===== src/rtl/kbd_pkg.sv =====
// kbd_pkg: shared addresses, sizes, status layout and handshake states for the keyboard queue.
package kbd_pkg;
  localparam int DEPTH = 64;
  localparam int PTR_W = 6;
  localparam logic [13:0] DATA_ADDR = 14'h3fff;
  localparam logic [13:0] STATUS_ADDR = 14'h3ffe;
  localparam logic [PTR_W:0] CNT_FULL = (PTR_W+1)'(DEPTH);
  localparam int ST_FRAME_ERR = 15;
  localparam int ST_OVERFLOW = 14;
  localparam int ST_FULL = 13;
  localparam int ST_EMPTY = 12;
  typedef enum logic [1:0] {
    IDLE = 2'd0,
    POP = 2'd1,
    HOLD = 2'd2
  } state_e;
  function automatic logic [63:0] status_word(logic ferr, logic ovf, logic [PTR_W:0] cnt);
    logic [63:0] w;
    w = '0;
    w[ST_FRAME_ERR] = ferr;
    w[ST_OVERFLOW] = ovf;
    w[ST_FULL] = cnt == CNT_FULL;
    w[ST_EMPTY] = cnt == '0;
    w[PTR_W:0] = cnt;
    return w;
  endfunction
endpackage


===== src/rtl/kbd_queue_ram.sv =====
// kbd_queue_ram: DEPTH x 8 register file, one synchronous write port, one asynchronous read port.
module kbd_queue_ram
  import kbd_pkg::*;
(
  input  logic             system_clk,
  input  logic             we,
  input  logic [PTR_W-1:0] waddr,
  input  logic [7:0]       wdata,
  input  logic [PTR_W-1:0] raddr,
  output logic [7:0]       rdata
);
  logic [7:0] mem_q [DEPTH];
  always_ff @(posedge system_clk)
    if (we) mem_q[waddr] <= wdata;
  assign rdata = mem_q[raddr];
endmodule


===== src/rtl/kbd_fifo_ctrl.sv =====
// kbd_fifo_ctrl: PS/2 receive queue with memory-mapped DATA/STATUS access and one pop per CPU strobe.
module kbd_fifo_ctrl
  import kbd_pkg::*;
(
  input  logic        system_clk,
  input  logic        reset,
  input  logic [13:0] address,
  input  logic        read_strobe,
  output logic [63:0] data,
  input  logic        rx_valid,
  input  logic [7:0]  rx_byte,
  input  logic        rx_error,
  output logic        irq
);
  logic [PTR_W-1:0] rd_ptr_q, rd_ptr_d, wr_ptr_q, wr_ptr_d;
  logic [PTR_W:0]   count_q, count_d;
  logic             overflow_q, overflow_d, frame_err_q, frame_err_d, irq_q, irq_d;
  state_e           state_q, state_d;
  logic             is_data, is_status, pop, push, clr;
  logic [7:0]       head;
  kbd_queue_ram u_ram (
    .system_clk(system_clk),
    .we        (push),
    .waddr     (wr_ptr_q),
    .wdata     (rx_byte),
    .raddr     (rd_ptr_q),
    .rdata     (head)
  );
  always_comb begin
    is_data = address == DATA_ADDR;
    is_status = address == STATUS_ADDR;
    pop = state_q == POP && count_q != '0;
    // a pop in the same cycle frees the slot, so a full queue still accepts the byte
    push = rx_valid && (count_q != CNT_FULL || pop);
    clr = state_q == IDLE && read_strobe && is_status;
    rd_ptr_d = pop ? rd_ptr_q + PTR_W'(1) : rd_ptr_q;
    wr_ptr_d = push ? wr_ptr_q + PTR_W'(1) : wr_ptr_q;
    count_d = (push && !pop) ? count_q + (PTR_W+1)'(1) :
              (pop && !push) ? count_q - (PTR_W+1)'(1) : count_q;
    overflow_d = (rx_valid && !push) || (overflow_q && !clr);
    frame_err_d = rx_error || (frame_err_q && !clr);
    irq_d = count_d != '0;
    state_d = state_q == IDLE ? (read_strobe && is_data ? POP : read_strobe && is_status ? HOLD : IDLE) :
              state_q == POP ? HOLD : (read_strobe ? HOLD : IDLE);
    data = is_data ? {56'b0, count_q != '0 ? head : 8'h00} :
           is_status ? status_word(frame_err_q, overflow_q, count_q) : 64'b0;
  end
  always_ff @(posedge system_clk or negedge reset)
    if (!reset) begin
      rd_ptr_q <= '0;
      wr_ptr_q <= '0;
      count_q <= '0;
      overflow_q <= 1'b0;
      frame_err_q <= 1'b0;
      irq_q <= 1'b0;
      state_q <= IDLE;
    end else begin
      rd_ptr_q <= rd_ptr_d;
      wr_ptr_q <= wr_ptr_d;
      count_q <= count_d;
      overflow_q <= overflow_d;
      frame_err_q <= frame_err_d;
      irq_q <= irq_d;
      state_q <= state_d;
    end
  assign irq = irq_q;
endmodule


===== config.mk =====
export PLATFORM = sky130hd
export DESIGN_NAME = kbd_fifo_ctrl
export DESIGN_NICKNAME = d
export VERILOG_FILES = /design/src/rtl/kbd_pkg.sv /design/src/rtl/kbd_queue_ram.sv /design/src/rtl/kbd_fifo_ctrl.sv
export SDC_FILE = /design/constraint.sdc
export NUM_CORES = 1
export LEC_CHECK = 0
export ABC_AREA = 1
export CORE_MARGIN = 3
export CORE_UTILIZATION = 55
export DETAILED_ROUTE_END_ITERATION = 8
export HOLD_SLACK_MARGIN = 0.06
export PLACE_DENSITY_LB_ADDON = 0.1
export REMOVE_ABC_BUFFERS = 1
export SKIP_LAST_GASP = 1
export SYNTH_ARGS = -nofsm -noshare
export SYNTH_HDL_FRONTEND = slang
export SYNTH_SLANG_ARGS = --single-unit

===== constraint.sdc =====
create_clock -name system_clk -period 4.5 [get_ports system_clk]
set_input_delay 0.9 -clock system_clk [delete_from_list [all_inputs] [get_ports system_clk]]
set_output_delay 0.9 -clock system_clk [all_outputs]
set_load 0.05 [all_outputs]

# Word level (Yosys, flattened, before mapping)
# Memories as Yosys holds them, arrays and structs flattened.
# Index checks and enable logic that the tools add are counted.
dict set report op_classes {
  mux 12
  n_eq_ne 5
  add_sub_neg 4
  n_reduce_logical 21
}
# op n
set ops {}
lappend ops {{16-bit two-way mux} 2}
lappend ops {{14-bit equality test, second input constant} 2}
lappend ops {{7-bit two-way mux} 2}
lappend ops {{7-bit nonzero test} 2}
lappend ops {{6-bit by 1-bit adder with 6-bit output, second input constant} 2}
lappend ops {{1-bit logical AND} 11}
lappend ops {{2-bit two-way mux} 5}
lappend ops {{8-bit two-way mux} 1}
lappend ops {{7-bit by 1-bit adder with 7-bit output, second input constant} 1}
lappend ops {{7-bit equality test, second input constant} 1}
lappend ops {{7-bit logical NOT} 1}
lappend ops {{7-bit inequality test, second input constant} 1}
lappend ops {{7-bit by 1-bit subtractor with 7-bit output, second input constant} 1}
lappend ops {{1-bit logical NOT} 3}
lappend ops {{1-bit logical OR} 3}
lappend ops {{2-bit by 1-bit equality test with 1-bit output, second input constant} 1}
lappend ops {{2-bit logical NOT} 1}
lappend ops {{1-bit two-way mux} 2}
dict set report totals {
  elab_cells 50
  mem_count 1
  input_bits 27
  ram_bits 512
  reg_bits 24
}
# memory words width read_ports rd_ports_with_merged_regs wr line_no
set mem_list {}
lappend mem_list {u_ram.mem_q 64 8 1 0 1 kbd_queue_ram.sv:12} ;# logic [7:0] mem_q [DEPTH];

# Longest topological paths before layout
# Gate-level depths: netlist of run 1.
dict set report depth {
  word_depth 9
  mapped_depth 15
  depth_no_buf 13
}

# Hierarchy
# From an unflattened synthesis of run 1, not the netlist that was laid out.
dict set report hier_totals {
  cells_unflattened 2054
  hier_area_um2 23142.2
}
# mod cells_each seq_area_each_um2 n_inst area_each_um2
set by_module_without_submodules {}
lappend by_module_without_submodules {kbd_queue_ram 1797 15374.7 1 21179.1}
lappend by_module_without_submodules {kbd_fifo_ctrl 257 600.6 1 1963.1}

# Worst setup path after synthesis of run 1
# Ideal clock, no wire load.
dict set report synth_timing {
  kind {in2out}
  start {input address[8]}
  end {output data[7]}
  stages 6
  required_ns 3.600
  t_arrival_ns 2.298
  path_slack_ns 1.302
  cell_sequence {nand4_1 > nor2_1 > nand2_1 > nor2_1 > inv_1 > a21oi_1}
}
dict set report synth_between {
  elab_chain_cells 2
}
# element line_no
set synth_lines {}
lappend synth_lines {{start: declaration} kbd_fifo_ctrl.sv:7} ;# input logic [13:0] address,
lappend synth_lines {{14-bit equality test} kbd_fifo_ctrl.sv:30} ;# is_data = address == DATA_ADDR;
lappend synth_lines {{16-bit two-way mux} kbd_fifo_ctrl.sv:45} ;# data = is_data ? {56'b0, count_q != '0 ? head : 8'h00} :
lappend synth_lines {{end: declaration} kbd_fifo_ctrl.sv:9} ;# output logic [63:0] data,
# No other way between the ends.

# Final worst setup path of run 1
dict set report layout_timing {
  start {register rd_ptr_q[1]}
  end {output data[0]}
}
dict set report layout_between {
  elab_chain_cells 3
}
# element line_no
set layout_lines {}
lappend layout_lines {{start: declaration} kbd_fifo_ctrl.sv:15} ;# logic [PTR_W-1:0] rd_ptr_q, rd_ptr_d, wr_ptr_q, wr_ptr_d;
lappend layout_lines {{start signal: assignment} kbd_fifo_ctrl.sv:58} ;# rd_ptr_q <= rd_ptr_d;
lappend layout_lines {{memory read 64 x 8 bit} n/a}
lappend layout_lines {{8-bit two-way mux} kbd_fifo_ctrl.sv:45}
lappend layout_lines {{16-bit two-way mux} kbd_fifo_ctrl.sv:45}
# No other way between the ends.

==> results.md, run 1 <==
| Result | Value | Unit |
|---|---|---|
| Outcome | completed | - |
| Count of clock tree sinks | 536 | - |
| Ports placed on the boundary | 92 | - |
| Number of distinct standard cells referenced by the synthesized netlist | 32 | - |
| Launch instance of the worst register-to-register path | count_q[0] | - |
| Portion of synthesized cell area occupied by the leading cell type | 65.6 | % |
| Biggest area contributors in the synthesized netlist | edfxtp_1 (66%), nand2_1 (12%), nand3_1 (5.8%) | - |
| Top_reg_cell synth | edfxtp_1 | - |
| Number of synthesized register bits | 536 | - |
| Buffering stage count on the worst path with inverters included | 3 | - |
| Leakage power figure | 10.4 | nW |
| Number of antenna diodes | 0 | - |
| Number of global-route vias before repair | 14,900 | - |
| Area Growth Syn to Fin | 12.3 | % |
| Standard cell area after detailed placement | 24,500 | µm² |
| CTS-repair resized insts | 0 | - |
| Number of post-CTS setup repair buffers | 0 | - |
| First DRT Iteration DRCs | 1,423 | - |
| Port Buf Inserts | 39 | - |
| Wire per inst | 20.0 | µm |
| Synth warnings | 0 | - |
| Dpl hpwl | 35,600 | µm |
| Cts bufs inserted | 54 | - |
| Clock tree from TritonCTS | done | - |
| Endpoint kind of the worst setup timing path | output port | - |
| Max capacitance violation total | 0 | - |
| Post-Route WL | 57,700 | µm |
| Synthesized instance count | 2,231 | - |
| Final worst path period need | 4.27 | ns |
| Hold-fix buffers, CTS | 0 | - |
| Launching instance or port of the critical path | rd_ptr_q[1] | - |
| Worst Hold Endpoint | frame_err_q | - |
| Actual transition at the worst max-transition pin | 0.980 | ns |
| Cell type with the largest total area after synthesis | edfxtp_1 | - |
| Worst relative slew slack | 34.6 | % |
| DIE AREA | 45,100 | µm² |
| Combined area of all synthesized cells | 23,400 | µm² |
| Critical-path cell list | inv_4 > buf_4 > nand3_1 > nand3_1 > nand2_1 > nor2_1 > nand2_1 > nand2_1 > nand2_1 > nand3_1 > nand2_1 > buf_12 | - |
| Mean post-synth cell area | 10.5 | µm² |
| Share of post-route cells with drive strength above 1 | 8.54 | % |
| Final-report max-slew violation count | 0 | - |
| Final Power | 11.3 | mW |
| Unrepaired setup endpoints after global routing | no | - |
| FF-to-FF End | u_ram.mem_q[10][3] | - |
| Stages on worst setup path | 12 | - |
| Count of placed standard cells in the final layout, fillers left out | 2,886 | - |
| Data arrival at the endpoint of the critical path | 3.37 | ns |
| Hold path startpoint | frame_err_q | - |
| Proportion of register bits with asynchronous set or reset after synthesis | 4.48 | % |
| NumNets Final | 2,341 | - |
| Height of the die | 212 | µm |
| Worst-case reg-to-reg path depth | 9 | - |
| Gate family responsible for the most delay along the worst path | simple AND/OR/NAND/NOR gates | - |
| Cell at the root of the clock tree | clkbuf_16 | - |
| Worst Clk Skew | 0.0198 | ns |
| Total number of vias | 15,600 | - |
| Data required time at the worst endpoint | 3.60 | ns |
| Placeable core area | 41,500 | µm² |
| Hold Vio Cnt, Final | 0 | - |
| Clock insertion delay at the later pin of the skew report | 0.61 | ns |
| Total routing resource utilization after global routing | 25.8 | % |
| Highest-delay cell along the critical path | dfrtp_4 | - |
| Maximum number of pins on one net before global-route repair | 106 | - |
| Achievable Freq | 0.234 | GHz |
| Starting density of the core | 56.5 | % |
| Chip width | 212 | µm |
| Register area share after synthesis | 68.2 | % |
| Final design area excluding fillers | 26,300 | µm² |
| Power density over cell area | 428 | nW/µm² |
| Critical path start-end classification | flop to output port | - |
| Fin Setup TNS | 0 | ns |
| Row count | 74 | - |
| Count leader, synth | nand2_1 | - |
| Number of routed nets with antenna violations | 0 | - |
| Hold path cells | 2 | - |
| Post-placement cell count | 2,786 | - |
| Synth top cells by count | nand2_1 (724), edfxtp_1 (512), nand3_1 (271), nor2_1 (198), inv_1 (185) | - |
| Number of antenna violations at the first check in global routing | 0 | - |
| Utilization after layout | 63.5 | % |
| Worst IR Drop VDD | 486 | µV |
| Largest driver fanout on the critical path | 36 | - |
| Clock transition at the register clock pins on the worst setup and hold paths after CTS | 0.06 | ns |
| Setup-failing EPs final | 0 | - |
| Global-route wire length before repair | 87,800 | µm |
| Number of synthesized flops with an enable pin | 512 | - |
| Remaining design rule violation count | 0 | - |
| Aggregate global routing overflow | 0 | - |
| Routability congestion estimate from global placement | 0.887 | - |
| Setup crit start kind | flop | - |
| Avg Vias per Cell | 5.42 | - |
| Fraction of the cycle the final worst path needs | 94.9 | % |
| Deepest level of the CTS H-tree | 2 | - |
| Detailed-router iteration count before antenna repair | 5 | - |
| Most frequent cell on the critical path | nand2_1 | - |
| Stage delay of the slowest cell on the critical path | 0.69 | ns |
| Worst-case clock buffer depth | 3 | - |
| Min-delay worst type | flop to flop | - |
| Reg-to-reg setup timing slack | 1.36 | ns |
[worst min-delay path, cell delays in order (launching register included)]
cell and delay [ns]:
dfrtp_1 0.32, inv_1 0.05, o21bai_1 0.12
[cell usage in the layout (no fill, tap or decap), types with 15 or more instances in the layout]
| cell | netlist | final |
|---|---|---|
| a21oi_1 | 36 | 36 |
| buf_4 | 56 | 89 |
| clkbuf_16 | 0 | 55 |
| clkdlybuf4s50_1 | 0 | 22 |
| clkinv_1 | 1 | 15 |
| conb_1 | 1 | 52 |
| dfrtp_1 | 24 | 22 |
| edfxtp_1 | 512 | 512 |
| inv_1 | 185 | 184 |
| nand2_1 | 724 | 724 |
| nand3_1 | 271 | 271 |
| nor2_1 | 198 | 198 |
| o211ai_1 | 22 | 22 |
| o21ai_0 | 40 | 40 |
| xor2_1 | 17 | 17 |
[metrics by stage]
step                      setup WS [ns]  hold WS, ns
after detailed placement          0.769        0.515
after floorplan                   -6.14        0.489
after global routing             0.0889        0.552
after CTS                         0.241        0.529
final                             0.231        0.528
after global placement            0.707        0.517
[cells by family after synthesis]
| kind of cell | share of synthesized area [%] |
|---|---|
| buffers and inverters | 7.20 |
| xor gates and xnor gates | 0.673 |
| and+or+nand+nor | 21.4 |
| DFF | 68.2 |
| AOI/OAI and AO/OA | 2.39 |
| adders and majority gates | 0.214 |
| other | 0.0160 |
[worst max path at each step]
stage / end / slack [ns]
after floorplan: data[7] / -6.14
after global placement: data[14] / 0.71
after detailed placement: data[14] / 0.77
after CTS: data[2] / 0.24
after global routing: data[2] / 0.09
final: data[0] / 0.23
[report_power, final]
| part | leakage, nW | switching (mW) | internal [mW] |
|---|---|---|---|
| logic | 4.67 | 0.665 | 0.220 |
| clock network | 0.869 | 1.86 | 2.69 |
| registers | 4.89 | 0.136 | 5.69 |
| total | 10.4 | 2.66 | 8.60 |
[sequential cells by signal (all words and copies together) (netlist names)]
signal / count
count_q: 7
overflow_q: 1
wr_ptr_q: 6
frame_err_q: 1
u_ram.mem_q: 512
irq: 1
state_q: 2
rd_ptr_q: 6
[metal layers]
layer | wire, µm | global-route usage, % | up-vias
li1 | - | - | 7463
met1 | 25100 | 37.7 | 7481
met2 | 26600 | 39.6 | 578
met3 | 3890 | 3.63 | 108
met4 | 2130 | 10.4 | 0
met5 | 0 | 0 | -
[cell type report]
cell class                 count  area, µm²
sequential                   536      16000
fill                        3284      15200
multi-input combinational   1395       5970
clock buffer                  68       1430
timing repair buffer         132       1190
inverter                     191        724
tap                          532        666
clock inverter                32        368
Note: power is estimated with default switching activity, not from simulation.
==> run 2: changes to the inputs <==
==> constraint.sdc (replaced) <==
create_clock -name system_clk -period 4.5 [get_ports system_clk]
set_input_delay 1.125 -clock system_clk [delete_from_list [all_inputs] [get_ports system_clk]]
set_output_delay 1.125 -clock system_clk [all_outputs]
set_load 0.05 [all_outputs]
==> run 2 against run 1 <==
Worst setup slack worse by 0.15 ns. Global-route usage is 0.29 points higher. Register-to-register slack better by 0.11 ns. Maximum frequency is 3.3% lower. Non-clock buffer count is 11 higher. Design area is 0.42% higher. Largest cell class unchanged. Via count is 1.1% higher. Sequential cell count stayed put. Utilization is 0.27 points higher.
==> results.md, run 2 (synthesis results as in run 1) <==
| Result | Value | Unit | Change |
|---|---|---|---|
| Reg-to-reg setup timing slack | 1.47 | ns | +0.11 ns |
| Number of routed nets with antenna violations | 0 | - | unchanged |
| Leakage power figure | 10.5 | nW | +0.89% |
| Final design area excluding fillers | 26,400 | µm² | +0.42% |
| Number of antenna violations at the first check in global routing | 0 | - | unchanged |
| Worst Clk Skew | 0.0256 | ns | +0.00587 ns |
| Worst relative slew slack | 18.4 | % | -16 points |
| Ports placed on the boundary | 92 | - | unchanged |
| Data arrival at the endpoint of the critical path | 3.29 | ns | -0.08 ns |
| Share of post-route cells with drive strength above 1 | 9.52 | % | +0.98 points |
| Hold Vio Cnt, Final | 0 | - | unchanged |
| Stage delay of the slowest cell on the critical path | 0.68 | ns | about the same |
| Worst-case reg-to-reg path depth | 9 | - | unchanged |
| Row count | 74 | - | unchanged |
| Global-route wire length before repair | 88,400 | µm | +0.67% |
| Starting density of the core | 56.5 | % | unchanged |
| Number of global-route vias before repair | 14,900 | - | -0.080% |
| Worst Hold Endpoint | frame_err_q | - |  |
| Chip width | 212 | µm | unchanged |
| Critical-path cell list | buf_12 > nand2_1 > nand3_1 > nand3_1 > nand2_1 > a21oi_1 > nand2_1 > nand3_1 > a21oi_1 > buf_12 | - |  |
| Fraction of the cycle the final worst path needs | 98.1 | % | +3.3 points |
| Height of the die | 212 | µm | unchanged |
| Total number of vias | 15,800 | - | +1.1% |
| Most flop-heavy register | u_ram.mem_q | - |  |
| Hold path startpoint | frame_err_q | - |  |
| Final Power | 11.1 | mW | -1.1% |
| Routability congestion estimate from global placement | 0.913 | - | +3.0% |
| Post-Route WL | 58,400 | µm | +1.1% |
| Placeable core area | 41,500 | µm² | unchanged |
| Wire per inst | 20.2 | µm | +0.75% |
| Launch instance of the worst register-to-register path | count_q[0] | - |  |
| Max capacitance violation total | 0 | - | unchanged |
| Number of antenna diodes | 0 | - | unchanged |
| Multi-input gate area | 5970 | µm² | unchanged |
| Post-placement cell count | 2,797 | - | +0.39% |
| Clock tree from TritonCTS | done | - |  |
| Avg Vias per Cell | 5.46 | - | +0.74% |
| Dpl hpwl | 36,300 | µm | +1.8% |
| Worst-case clock buffer depth | 3 | - | unchanged |
| Number of post-CTS setup repair buffers | 0 | - | unchanged |
| Remaining design rule violation count | 0 | - | unchanged |
| Largest driver fanout on the critical path | 131 | - | +260% |
| Hold slack final | 0.520 | ns | -0.00755 ns |
| Hold path cells | 2 | - | unchanged |
| Achievable Freq | 0.226 | GHz | -3.3% |
| Unrepaired setup endpoints after global routing | no | - |  |
| Worst slack, placed | 0.567 | ns | -0.202 ns |
| Biggest registers after layout | u_ram.mem_q (512), count_q (7) | - |  |
| Min-delay worst type | flop to flop | - |  |
| Count of clock tree sinks | 536 | - | unchanged |
| Endpoint kind of the worst setup timing path | output port | - |  |
| Cts bufs inserted | 54 | - | unchanged |
| Clock transition at the register clock pins on the worst setup and hold paths after CTS | 0.06 | ns | about the same |
| Standard cell area after detailed placement | 24,700 | µm² | +0.61% |
| Clock insertion delay at the later pin of the skew report | 0.60 | ns | about the same |
| Port Buf Inserts | 39 | - | unchanged |
| NumNets Final | 2,352 | - | +0.47% |
| Deepest level of the CTS H-tree | 2 | - | unchanged |
| Aggregate global routing overflow | 0 | - | unchanged |
| Final-report max-slew violation count | 0 | - | unchanged |
| Power density over cell area | 421 | nW/µm² | -1.5% |
| Seq. cell area | 16,000 | µm² | unchanged |
| Outcome | completed | - |  |
| Setup-failing EPs final | 0 | - | unchanged |
| DIE AREA | 45,100 | µm² | unchanged |
| Final worst path period need | 4.42 | ns | +0.146 ns |
| Data required time at the worst endpoint | 3.38 | ns | -0.22 ns |
| Actual transition at the worst max-transition pin | 1.22 | ns | +0.243 ns |
| Highest-delay cell along the critical path | dfrtp_4 | - |  |
| Cell at the root of the clock tree | clkbuf_16 | - |  |
| Detailed-router iteration count before antenna repair | 7 | - | +2 |
| Worst IR Drop VDD | 424 | µV | -13% |
| Setup crit start kind | flop | - |  |
| Area Growth Syn to Fin | 12.8 | % |  |
| FF-to-FF End | u_ram.mem_q[39][7] | - |  |
| Max FFs per register | 512 | - | unchanged |
| Count of placed standard cells in the final layout, fillers left out | 2,896 | - | +0.35% |
| PnR worst setup slack | 0.0849 | ns | -0.146 ns |
| First DRT Iteration DRCs | 1,544 | - | +8.5% |
| Critical path start-end classification | flop to output port | - |  |
| Most common cell after layout, fill and taps aside | nand2_1 | - |  |
| Maximum number of pins on one net before global-route repair | 132 | - | +25% |
| Leading cell types in the layout, fill and taps excluded | nand2_1 (724), edfxtp_1 (512), nand3_1 (271), nor2_1 (198), inv_1 (184) | - |  |
| Layout fillers | 3,271 | - | -0.40% |
| Total routing resource utilization after global routing | 26.1 | % | +0.29 points |
-- run 2: layer usage --
| metal | global-route usage [%] | part of all wire, % | vias to the layer above |
|---|---|---|---|
| met5 | 0 | 0 | - |
| met4 | 8.26 | 2.7 | 0 |
| met3 | 4.12 | 7.1 | 92 |
| met2 | 41.9 | 47 | 594 |
| met1 | 37.2 | 43 | 7626 |
| li1 | - | - | 7488 |
-- run 2: how the worst max path moves through the flow --
stage / startpoint / to / cells past startpoint / slack (ns)
global placement: address[2] / data[13] / 8 / 0.57
global route: rd_ptr_q[0] / data[7] / 10 / 0.004
CTS: rd_ptr_q[0] / data[1] / 11 / 0.12
finish: rd_ptr_q[0] / data[7] / 10 / 0.08
detailed placement: address[2] / data[13] / 8 / 0.57
floorplan: rd_ptr_q[0] / data[7] / 10 / -6.37
-- run 2: cell type report --
cell class / count / share of cell area, %
Sequential cell: 536 / 60.5
Multi-Input combinational cell: 1395 / 22.6
Clock buffer: 70 / 5.64
Timing Repair Buffer: 143 / 5.08
Inverter: 191 / 2.74
Tap cell: 532 / 2.52
Clock inverter: 29 / 0.975
-- run 2: metrics by stage --
stage	util, %	TNS (ns)
after floorplan	-	-57.73
after global placement	59.5	0
after detailed placement	59.5	0
after CTS	63.7	0
after global routing	63.7	0
final	63.7	0
-- run 2: where the power goes --
group / switching, mW / leakage [nW] / internal [mW]
registers: 0.134 / 4.89 / 5.69
clock network: 1.86 / 0.860 / 2.56
logic: 0.675 / 4.77 / 0.221
-- run 2: repair_timing --
item                       CTS  global route
resized for setup            0             1
setup endpoints to repair    0             3
hold buffers                 0             0
-- run 2: worst max-delay path: cells and delay by family, from the launching register on --
kind            cells  cell delay, ns
compound gates      2            0.37
buf+inv             2            0.56
flops               1            0.68
simple gates        6            0.82
